===== src/rtl/seg_pkg.sv =====
// Shared definitions for the 7-segment scan monitor: segment patterns (gfedcba, lit=1),
// capture FSM states and the decoded digit width.
// Hex letter patterns are always defined; whether they decode is chosen by SEG_HEX_DECODE_EN.
package seg_pkg;

    localparam int DIGIT_W = 4;

    localparam logic [6:0] SEG_0     = 7'h3F;
    localparam logic [6:0] SEG_1     = 7'h06;
    localparam logic [6:0] SEG_2     = 7'h5B;
    localparam logic [6:0] SEG_3     = 7'h4F;
    localparam logic [6:0] SEG_4     = 7'h66;
    localparam logic [6:0] SEG_5     = 7'h6D;
    localparam logic [6:0] SEG_6     = 7'h7D;
    localparam logic [6:0] SEG_7     = 7'h07;
    localparam logic [6:0] SEG_8     = 7'h7F;
    localparam logic [6:0] SEG_9     = 7'h6F;
    localparam logic [6:0] SEG_A     = 7'h77;
    localparam logic [6:0] SEG_B     = 7'h7C;
    localparam logic [6:0] SEG_C     = 7'h39;
    localparam logic [6:0] SEG_D     = 7'h5E;
    localparam logic [6:0] SEG_E     = 7'h79;
    localparam logic [6:0] SEG_F     = 7'h71;
    localparam logic [6:0] SEG_BLANK = 7'h00;

    typedef enum logic [1:0] {
        IDLE,
        SETTLE,
        CAPTURE,
        HOLD
    } seg_state_t;

endpackage


===== src/rtl/seg7_pattern_decode.sv =====
// Purpose: maps a lit-high gfedcba segment pattern back to its digit (inverse of the BCD driver).
// Latency: combinational. Backpressure: none.
// SEG_HEX_DECODE_EN: when defined, A-F letter patterns decode as valid digits 0xA-0xF.
module seg7_pattern_decode
    import seg_pkg::*;
(
    input  logic [6:0]         pattern,
    output logic [DIGIT_W-1:0] digit,
    output logic               valid,
    output logic               illegal
);

    always_comb begin
        digit   = '0;
        valid   = 1'b1;
        illegal = 1'b0;
        case (pattern)
            SEG_0: digit = 4'h0;
            SEG_1: digit = 4'h1;
            SEG_2: digit = 4'h2;
            SEG_3: digit = 4'h3;
            SEG_4: digit = 4'h4;
            SEG_5: digit = 4'h5;
            SEG_6: digit = 4'h6;
            SEG_7: digit = 4'h7;
            SEG_8: digit = 4'h8;
            SEG_9: digit = 4'h9;
`ifdef SEG_HEX_DECODE_EN
            SEG_A: digit = 4'hA;
            SEG_B: digit = 4'hB;
            SEG_C: digit = 4'hC;
            SEG_D: digit = 4'hD;
            SEG_E: digit = 4'hE;
            SEG_F: digit = 4'hF;
`endif
            // A dark position is a legitimate display state, just not a digit.
            SEG_BLANK: valid = 1'b0;
            default: begin
                digit   = 4'hF;
                valid   = 1'b0;
                illegal = 1'b1;
            end
        endcase
    end

endmodule


===== src/rtl/seg_scan_decoder.sv =====
// Purpose: monitors a multiplexed 7-seg bus (an/seg) and rebuilds each position's digit.
// Latency: pins stable from edge t are written at edge t+3+SETTLE_CYCLES. Backpressure: none.
// SEG_HEX_DECODE_EN (in seg7_pattern_decode) additionally accepts A-F patterns as digits.
module seg_scan_decoder
    import seg_pkg::*;
#(
    parameter int N_DIGITS      = 8,
    parameter int SETTLE_CYCLES = 4,
    parameter int ACTIVE_LOW    = 1
) (
    input  logic                        clk,
    input  logic                        rst,
    input  logic [N_DIGITS-1:0]         an,
    input  logic [6:0]                  seg,
    input  logic [$clog2(N_DIGITS)-1:0] rd_idx,
    output logic [DIGIT_W-1:0]          rd_digit,
    output logic                        rd_valid,
    output logic [N_DIGITS-1:0]         digit_mask,
    output logic                        frame_done,
    output logic                        err,
    input  logic                        err_clr
);

    localparam int         IDX_W    = $clog2(N_DIGITS);
    localparam int         CNT_W    = IDX_W + 1;
    localparam logic       INACTIVE = (ACTIVE_LOW != 0);
    localparam logic [7:0] SETTLE_N = 8'(SETTLE_CYCLES);

    logic [N_DIGITS-1:0] an_meta;
    logic [N_DIGITS-1:0] an_sync;
    logic [6:0]          seg_meta;
    logic [6:0]          seg_sync;

    // Synchronizer idles at the pins' inactive level so reset looks like a dark display.
    always_ff @(posedge clk or posedge rst) begin
        if (rst) begin
            an_meta  <= {N_DIGITS{INACTIVE}};
            an_sync  <= {N_DIGITS{INACTIVE}};
            seg_meta <= {7{INACTIVE}};
            seg_sync <= {7{INACTIVE}};
        end else begin
            an_meta  <= an;
            an_sync  <= an_meta;
            seg_meta <= seg;
            seg_sync <= seg_meta;
        end
    end

    logic [N_DIGITS-1:0] an_act;
    logic [6:0]          seg_lit;

    assign an_act  = INACTIVE ? ~an_sync  : an_sync;
    assign seg_lit = INACTIVE ? ~seg_sync : seg_sync;

    logic [CNT_W-1:0] n_act;
    logic [IDX_W-1:0] smp_idx;

    always_comb begin
        n_act   = '0;
        smp_idx = '0;
        for (int i = 0; i < N_DIGITS; i++) begin
            if (an_act[i]) begin
                n_act   = n_act + CNT_W'(1);
                smp_idx = IDX_W'(i);
            end
        end
    end

    seg_state_t       state;
    seg_state_t       state_nxt;
    logic [IDX_W-1:0] ref_idx;
    logic [6:0]       ref_seg;
    logic [7:0]       cnt;

    logic ev_one;
    logic ev_multi;
    logic same;
    logic rescan;
    logic load_ref;
    logic cnt_inc;
    logic anode_err;
    logic capture;

    assign ev_one   = (n_act == CNT_W'(1));
    assign ev_multi = (n_act > CNT_W'(1));
    assign same     = ev_one && (smp_idx == ref_idx) && (seg_lit == ref_seg);

    always_comb begin
        state_nxt = state;
        rescan    = 1'b0;
        load_ref  = 1'b0;
        cnt_inc   = 1'b0;
        anode_err = 1'b0;
        capture   = 1'b0;
        case (state)
            IDLE: rescan = 1'b1;
            SETTLE: begin
                if (!same) begin
                    rescan = 1'b1;
                end else if (cnt >= SETTLE_N) begin
                    state_nxt = CAPTURE;
                end else begin
                    cnt_inc = 1'b1;
                end
            end
            CAPTURE: begin
                capture   = 1'b1;
                state_nxt = HOLD;
            end
            HOLD: rescan = !same;
            default: state_nxt = IDLE;
        endcase

        // Any change of the bus is judged as a fresh observation on the same cycle.
        if (rescan) begin
            if (ev_one) begin
                load_ref  = 1'b1;
                state_nxt = SETTLE;
            end else begin
                anode_err = ev_multi;
                state_nxt = IDLE;
            end
        end
    end

    always_ff @(posedge clk or posedge rst) begin
        if (rst) begin
            state   <= IDLE;
            ref_idx <= '0;
            ref_seg <= '0;
            cnt     <= '0;
        end else begin
            state <= state_nxt;
            if (load_ref) begin
                ref_idx <= smp_idx;
                ref_seg <= seg_lit;
                cnt     <= 8'd1;
            end else if (cnt_inc) begin
                cnt <= cnt + 8'd1;
            end
        end
    end

    logic [DIGIT_W-1:0] dec_digit;
    logic               dec_valid;
    logic               dec_illegal;

    seg7_pattern_decode u_decode (
        .pattern (ref_seg),
        .digit   (dec_digit),
        .valid   (dec_valid),
        .illegal (dec_illegal)
    );

    logic [DIGIT_W-1:0]  digit_q [N_DIGITS];
    logic [N_DIGITS-1:0] valid_q;

    always_ff @(posedge clk or posedge rst) begin
        if (rst) begin
            for (int i = 0; i < N_DIGITS; i++) begin
                digit_q[i] <= '0;
            end
            valid_q <= '0;
        end else if (capture) begin
            digit_q[ref_idx] <= dec_digit;
            valid_q[ref_idx] <= dec_valid;
        end
    end

    assign rd_digit = digit_q[rd_idx];
    assign rd_valid = valid_q[rd_idx];

    logic [N_DIGITS-1:0] cap_bit;

    assign cap_bit = capture ? (N_DIGITS'(1) << ref_idx) : '0;

    // A full mask restarts from empty, but a capture landing on that edge still counts.
    always_ff @(posedge clk or posedge rst) begin
        if (rst) begin
            digit_mask <= '0;
            frame_done <= 1'b0;
        end else begin
            frame_done <= &digit_mask;
            digit_mask <= ((&digit_mask) ? '0 : digit_mask) | cap_bit;
        end
    end

    always_ff @(posedge clk or posedge rst) begin
        if (rst) begin
            err <= 1'b0;
        end else if (anode_err || (capture && dec_illegal)) begin
            err <= 1'b1;
        end else if (err_clr) begin
            err <= 1'b0;
        end
    end

endmodule


===== config.mk =====
export PLATFORM = sky130hd
export DESIGN_NAME = seg_scan_decoder
export DESIGN_NICKNAME = d
export VERILOG_FILES = /design/src/rtl/seg_pkg.sv /design/src/rtl/seg7_pattern_decode.sv /design/src/rtl/seg_scan_decoder.sv
export SDC_FILE = /design/constraint.sdc
export NUM_CORES = 1
export LEC_CHECK = 0
export ABC_AREA = 0
export BUFFER_PORTS_ARGS = -buffer_cell sky130_fd_sc_hd__buf_2
export CAP_MARGIN = 0
export CORE_MARGIN = 2
export CORE_UTILIZATION = 60
export CTS_BUF_LIST = sky130_fd_sc_hd__clkbuf_8
export DETAILED_ROUTE_END_ITERATION = 6
export GPL_TIMING_DRIVEN = 0
export PLACE_DENSITY = 0.79
export SLEW_MARGIN = 25
export SYNTH_ARGS = -nofsm -noshare
export SYNTH_HDL_FRONTEND = slang
export SYNTH_SLANG_ARGS = --single-unit

===== constraint.sdc =====
create_clock -name clk -period 13.57 [get_ports clk]
set_input_delay 2.0355 -clock clk [delete_from_list [all_inputs] [get_ports clk]]
set_output_delay 2.0355 -clock clk [all_outputs]
set_load 0.01 [all_outputs]

==> impl_results.md, run 1 <==
- Status: finished, final reports clean
- Syn Inst Count: 459
- Htree depth: 3
- CTS root buf: clkbuf_8
- GR Overflow Total: 0
- CTS tree: built
- Max cap viols: 0
- Input/output buffers: 33
- Slew Viols, Final: 0
- Leak pwr: 2.59 nW
- Ant. Diodes: 0
- Setup Fix Bufs, Post-CTS: 0
- Register area share after synthesis: 50.8%
- Max Fclk: 175 MHz
- CP Launch Type: input port
- Number of enable flip-flop cells after synthesis: 0
- Share of layout cells above drive strength 1: 25.7%
- Post-CTS Hold Buffers: 0
- Async set-reset flop share out of synthesis: 100%
- Placer Congestion: 0.985
- Core Util, Final: 68.0%
- Unique masters post-synth: 64
- Die H: 95.3 um
- Avg Synthesized Cell Area: 10.9 um^2
- Relative slew slack: 42.6%
- Die area: 0.00908 mm^2
- Tmin final: 5730 ps
- Yosys reg bits: 100
- Crit. End Element: output port
- CTS clk-pin slew, worst paths: 90 ps
- Chip Width: 95.3 um
- Initial Util: 61.5%
- Total CTS buffers: 9
- Dominant synthesized flop cell: dfrtp_1
- Post-DP HPWL: 7.03 mm
- Final Hold Vio Count: 0
- Post_cts resized: 0
- Synthesis-to-finish area growth: 10.5%
- 1st-iter DRT viols: 190
- WP data required: 11530 ps
- Rows: 33
- R2r endpoint: ref_seg[3]
- WL final: 9.72 mm
- Hold path startpoint: seg_meta[2]
- Unrepaired setup endpoints after global routing: false
- Vias after detailed routing: 3576
- Final nets: 535
- Largest net degree at the start of global routing: 62
- Worst reg-to-reg setup slack: 8810 ps
- DR WL/cell: 15.8 um
- Syn nets: 490
- Final worst-path cycle share: 42.2%
- Post-route ant nets: 0
- Hold depth: 0
- RR Startpoint: an_sync[0]
- Vias in the first global route: 3435
- Via density: 5.82
- First-pass GRT wire length: 16.7 mm
- Worst-margin pin slew: 857 ps
- Setup Skew: 21.3 ps
- Gr usage total: 24.0%
- Peak VDD IR: 0.0964 mV
- Core area: 0.00813 mm^2
- Final WS setup: 7840 ps
- Maximum clock path buffer count: 2
- Crit path arrival time: 3690 ps
- Post-place setup slack: 7780 ps
- Setup Total Neg Slack: 0 ps
- Synth Warn #: 0
- Initial antenna violation count: 0
- Worst-case hold path end point: seg_sync[2]
- Hold Path Class: flop to flop
- Worst reg-to-reg path cell count: 19
- Skew-Pair Late Insertion Delay: 370 ps
- Final setup violation count: 0
- Power Density: 132 mW/mm^2
- Drt pass-1 iters: 6
- Crit path max fanout: 10
- Critical setup path kind: input port to output port
- CTS sink count: 100
- DRC viols: 0
- IO Count: 36
- Area of the mapped netlist: 0.00500 mm^2
layout make-up:
| class | instances | area, um^2 |
|---|---|---|
| Clock buffer | 9 | 124 |
| Fill cell | 605 | 2610 |
| Sequential cell | 100 | 2540 |
| Inverter | 26 | 105 |
| Tap cell | 105 | 131 |
| Buffer | 18 | 81.3 |
| Multi-Input combinational cell | 315 | 2290 |
| Clock inverter | 7 | 58.8 |
| Timing Repair Buffer | 34 | 193 |
worst max-delay path, stage by stage:
cell      delay, ps
clkbuf_1        630
mux4_2          600
mux2_2          280
buf_2           140
layout by cell type (no fill, tap or decap), drive strengths merged, types with 10 or more instances in the layout:
cell	instances
ha	10
dfrtp	70
dfstp	30
o21ai	25
nor2	36
nor3	10
mux2	16
mux2i	13
buf	38
clkbuf	23
a21oi	25
xnor2	15
inv	28
mux4	10
nand2	38
power breakdown:
part / total, W / switching [W] / internal, W / leakage, nW
clock network: 0.000174 / 0.000105 / 0.0000692 / 0.0917
logic: 0.000214 / 0.000130 / 0.0000839 / 1.24
registers: 0.000339 / 0.0000168 / 0.000322 / 1.26
total: 0.000727 / 0.000252 / 0.000475 / 2.59
how the worst max path moves through the flow:
stage	start	depth (start not counted)	slack (ps)	endpoint
final	rd_idx[0]	4	7840	rd_digit[0]
after global routing	rd_idx[0]	4	7690	rd_digit[0]
after CTS	rd_idx[0]	4	7780	rd_digit[1]
after detailed placement	rd_idx[0]	4	7780	rd_digit[1]
after global placement	rd_idx[0]	4	7820	rd_digit[0]
after floorplan	rd_idx[0]	3	8130	rd_digit[0]
routing by layer:
layer,GRT usage [%],share of wire (%)
met2,38.0,49
met3,3.24,3.6
met4,9.18,1.4
met1,33.9,46
met5,0,0
flip-flops by register name, summed over array words and instances, names as in the netlist:
register,flops
digit_q,32
an_meta,8
an_sync,8
cnt,8
digit_mask,8
valid_q,8
ref_seg,7
seg_meta,7
seg_sync,7
ref_idx,3
state,2
err,1
frame_done,1
per-stage QoR:
step / cells / hold slack [ps] / instance area (um^2) / total power, W
finish: 614 / 359 / 5530 / 0.000727
global route: 614 / 364 / 5530 / 0.000773
CTS: 614 / 360 / 5530 / 0.000730
detailed placement: 598 / 347 / 5350 / 0.000556
global placement: 597 / 345 / 5300 / 0.000546
floorplan: 459 / 345 / 5000 / 0.000507
Yosys cell counts, drive strengths merged (2+ instances only):
master | instances | area, um^2
and3b | 2 | 18.8
o21a | 2 | 15.0
or2 | 2 | 12.5
dfstp | 30 | 788
mux2 | 16 | 180
a221o | 3 | 30.0
nor3b | 4 | 30.0
and2 | 6 | 40.0
and4 | 2 | 20.0
clkbuf | 14 | 52.6
xor2 | 9 | 86.3
ha | 10 | 125
nand3 | 8 | 52.6
mux4 | 10 | 225
nand4 | 5 | 31.3
nand3b | 2 | 15.0
a31oi | 9 | 56.3
nor2b | 8 | 50.1
nor3 | 10 | 50.1
xnor2 | 15 | 158
o22ai | 3 | 18.8
o32ai | 2 | 17.5
dfrtp | 70 | 1750
a32o | 2 | 20.0
buf | 4 | 28.8
nand2 | 38 | 143
o21ai | 25 | 125
and3 | 6 | 38.8
mux2i | 13 | 130
nand2b | 9 | 56.3
a21boi | 4 | 30.0
or3 | 4 | 30.0
o211ai | 2 | 15.0
nor2 | 36 | 135
a21o | 4 | 30.0
o221ai | 2 | 17.5
nor4 | 6 | 37.5
inv | 26 | 100
a21oi | 25 | 125
cells by family after synthesis:
group,share of synthesized area (%)
AOI/OAI and AO/OA,11.6
xor gates and xnor gates,4.88
adders and majority gates,2.50
buffers and inverters,3.63
DFF,50.8
muxes,10.7
and+or+nand+nor,15.9
Power figures use the tool's default switching activity.
==> inputs of run 2 (changes only) <==
CORE_UTILIZATION = 56   (was 60)
PLACE_DENSITY = 0.78   (was 0.79)
clock period = 4.9 ns   (was 13.57 ns; I/O delays follow)
==> impl_results.md, run 2 (synthesis results as in run 1) <==
- Status: finished, final reports clean (unchanged)
- CP delay by family, top: compound AO/OA/AOI/OAI gates (was multiplexers)
- Ant. Diodes: 0 (unchanged)
- Tmin final: 4640 ps
- Max stage delay on crit path: 550 ps (was 630 ps)
- CTS clk-pin slew, worst paths: 90 ps (about the same)
- Worst-margin pin slew: 880 ps (was 857 ps)
- Synthesis-to-finish area growth: 12.0% (was 10.5%)
- CP bufs+invs: 3 (was 2)
- Crit path max fanout: 10 (unchanged)
- Peak VDD IR: 0.305 mV (was 0.0964 mV)
- CP cell instances: inv_1 > ha_1 > xnor2_4 > xor2_2 > inv_1 > ha_1 > o22ai_1 > nor3_2 > nor3_1 > a21oi_1 > ha_1 > o22ai_1 > a31oi_1 > o31ai_4 > nand3_4 > buf_4 > and2_1 (was clkbuf_1 > mux4_2 > mux2_2 > buf_2)
- Crit. End Element: flop (was output port)
- Largest net degree at the start of global routing: 62 (unchanged)
- Die area: 0.00970 mm^2 (was 0.00908 mm^2)
- Worst reg-to-reg setup slack: 260 ps (was 8810 ps)
- DR WL/cell: 15.7 um (was 15.8 um)
- Share of layout cells above drive strength 1: 26.6% (was 25.7%)
- Initial Util: 57.6% (was 61.5%)
- GR Overflow Total: 0 (unchanged)
- Most frequent cells in the layout: dfrtp_1, nand2_1, nor2_1 (unchanged)
- DRC viols: 0 (unchanged)
- Total CTS buffers: 9 (unchanged)
- Hold path startpoint: seg_meta[2] (unchanged)
- Worst-case hold path end point: seg_sync[2] (unchanged)
- Via density: 5.79 (was 5.82)
- Largest reg by FF count: digit_q (unchanged)
- Final setup violation count: 0 (unchanged)
- Final Hold Vio Count: 0 (unchanged)
- R2r endpoint: cnt[4] (was ref_seg[3])
- IO Count: 36 (unchanged)
- Power Density: 372 mW/mm^2 (was 132 mW/mm^2)
- Maximum clock path buffer count: 2 (unchanged)
- Vias in the first global route: 3592 (was 3435)
- Max Fclk: 215 MHz
- Hold depth: 0 (unchanged)
- Chip Width: 98.5 um (was 95.3 um)
- Core area: 0.00868 mm^2 (was 0.00813 mm^2)
- Critical path launch point: an_sync[0] (was rd_idx[0])
- Placer Congestion: 0.980 (was 0.985)
- Slew Viols, Final: 0 (unchanged)
- Input/output buffers: 33 (unchanged)
- Post-DP HPWL: 6.96 mm (was 7.03 mm)
- Htree depth: 3 (unchanged)
- Vias after detailed routing: 3586 (was 3576)
- Leak pwr: 2.62 nW (was 2.59 nW)
- Initial antenna violation count: 0 (unchanged)
- Drt pass-1 iters: 4 (was 6)
- Max cap viols: 0 (unchanged)
- Tot Pwr: 0.00208 W (was 0.000727 W)
- RR Startpoint: an_sync[0] (unchanged)
- Hold Path Class: flop to flop (unchanged)
- Commonest non-fill, non-tap cell in the layout: dfrtp_1 (unchanged)
- Die H: 98.5 um (was 95.3 um)
- Gr usage total: 21.7% (was 24.0%)
- Relative slew slack: 41.3% (was 42.6%)
- WP data required: 5150 ps (was 11530 ps)
- Post-route ant nets: 0 (unchanged)
- Final worst-path cycle share: 94.7%
- Placed Area: 0.00535 mm^2 (about the same)
- Worst reg-to-reg path cell count: 17 (was 19)
- First-pass GRT wire length: 16.9 mm (was 16.7 mm)
- Critical setup path kind: flop to flop (was input port to output port)
- CP max-delay cell: dfstp_2 (was clkbuf_1)
- CP Launch Type: flop (was input port)
- Critical Path Most Common Cell: ha_1
- Max reg flops: 32 (unchanged)
- 1st-iter DRT viols: 179 (was 190)
- Final nets: 537 (was 535)
- CTS root buf: clkbuf_8 (unchanged)
- CTS sink count: 100 (unchanged)
- Finished layout cell area: 0.00560 mm^2 (was 0.00553 mm^2)
- Crit path arrival time: 4890 ps (was 3690 ps)
- Rows: 34 (was 33)
- Setup Skew: 13.2 ps (was 21.3 ps)
- WL final: 9.72 mm (about the same)
- Skew-Pair Late Insertion Delay: 360 ps (was 370 ps)
- CTS tree: built (unchanged)
## run 2: changes by cell type in the layout (fill, tap and decap cells not counted), sizes merged
cell	before	now
clkinv	4	2
bufinv	0	1
inv	28	29
buf	38	40
## run 2: worst max-delay path by stage
| stage | slack [ps] | depth (start not counted) | endpoint |
|---|---|---|---|
| floorplan | 650 | 18 | cnt[1] |
| global placement | 260 | 19 | cnt[4] |
| detailed placement | 150 | 19 | ref_seg[4] |
| CTS | 120 | 19 | ref_seg[4] |
| global route | -50 | 17 | cnt[7] |
| finish | 260 | 17 | cnt[4] |
## run 2: cell type report
class                           count  area (um^2)
Timing Repair Buffer               36          208
Clock inverter                      7         81.3
Buffer                             18         81.3
Inverter                           26          105
Tap cell                          108          135
Fill cell                         691         3080
Clock buffer                        9          124
Sequential cell                   100         2540
Multi-Input combinational cell    315         2320
## run 2: metrics by stage
step	hold WS [ps]	setup TNS, ps	instances	worst slack, ps	utilization (%)
global placement	345	0	600	264	61.1
global route	363	-213	619	-46.4	64.5
finish	356	0	619	259	64.5
floorplan	345	0	459	645	-
CTS	357	0	617	118	64.0
detailed placement	347	0	601	147	61.6
## run 2: power breakdown
group / switching, W / internal [W]
Clock: 0.000291 / 0.000243
Combinational: 0.000367 / 0.000239
Sequential: 0.0000484 / 0.000893
## run 2: repair_timing
action,CTS,global route
buffers inserted,0,2
hold buffers,0,0
setup endpoints to repair,0,19
resized for setup,0,4
## run 2: worst register-to-register path: cells and delay by family, from the launching register on
family / cells / cell delay [ps]
DFF: 1 / 550
adders and majority gates: 3 / 1090
AOI/OAI and AO/OA: 5 / 1110
and+or+nand+nor: 4 / 740
buffers and inverters: 3 / 450
xor gates and xnor gates: 2 / 590
## run 2: routing by layer
layer / vias up / track usage (%) / share of wire (%) / wire (um)
li1: 1708 / - / - / -
met1: 1767 / 29.3 / 44 / 4290
met2: 91 / 35.6 / 50 / 4850
met3: 20 / 3.12 / 3.9 / 380
met4: 0 / 8.75 / 2.0 / 197
met5: - / 0 / 0 / 0
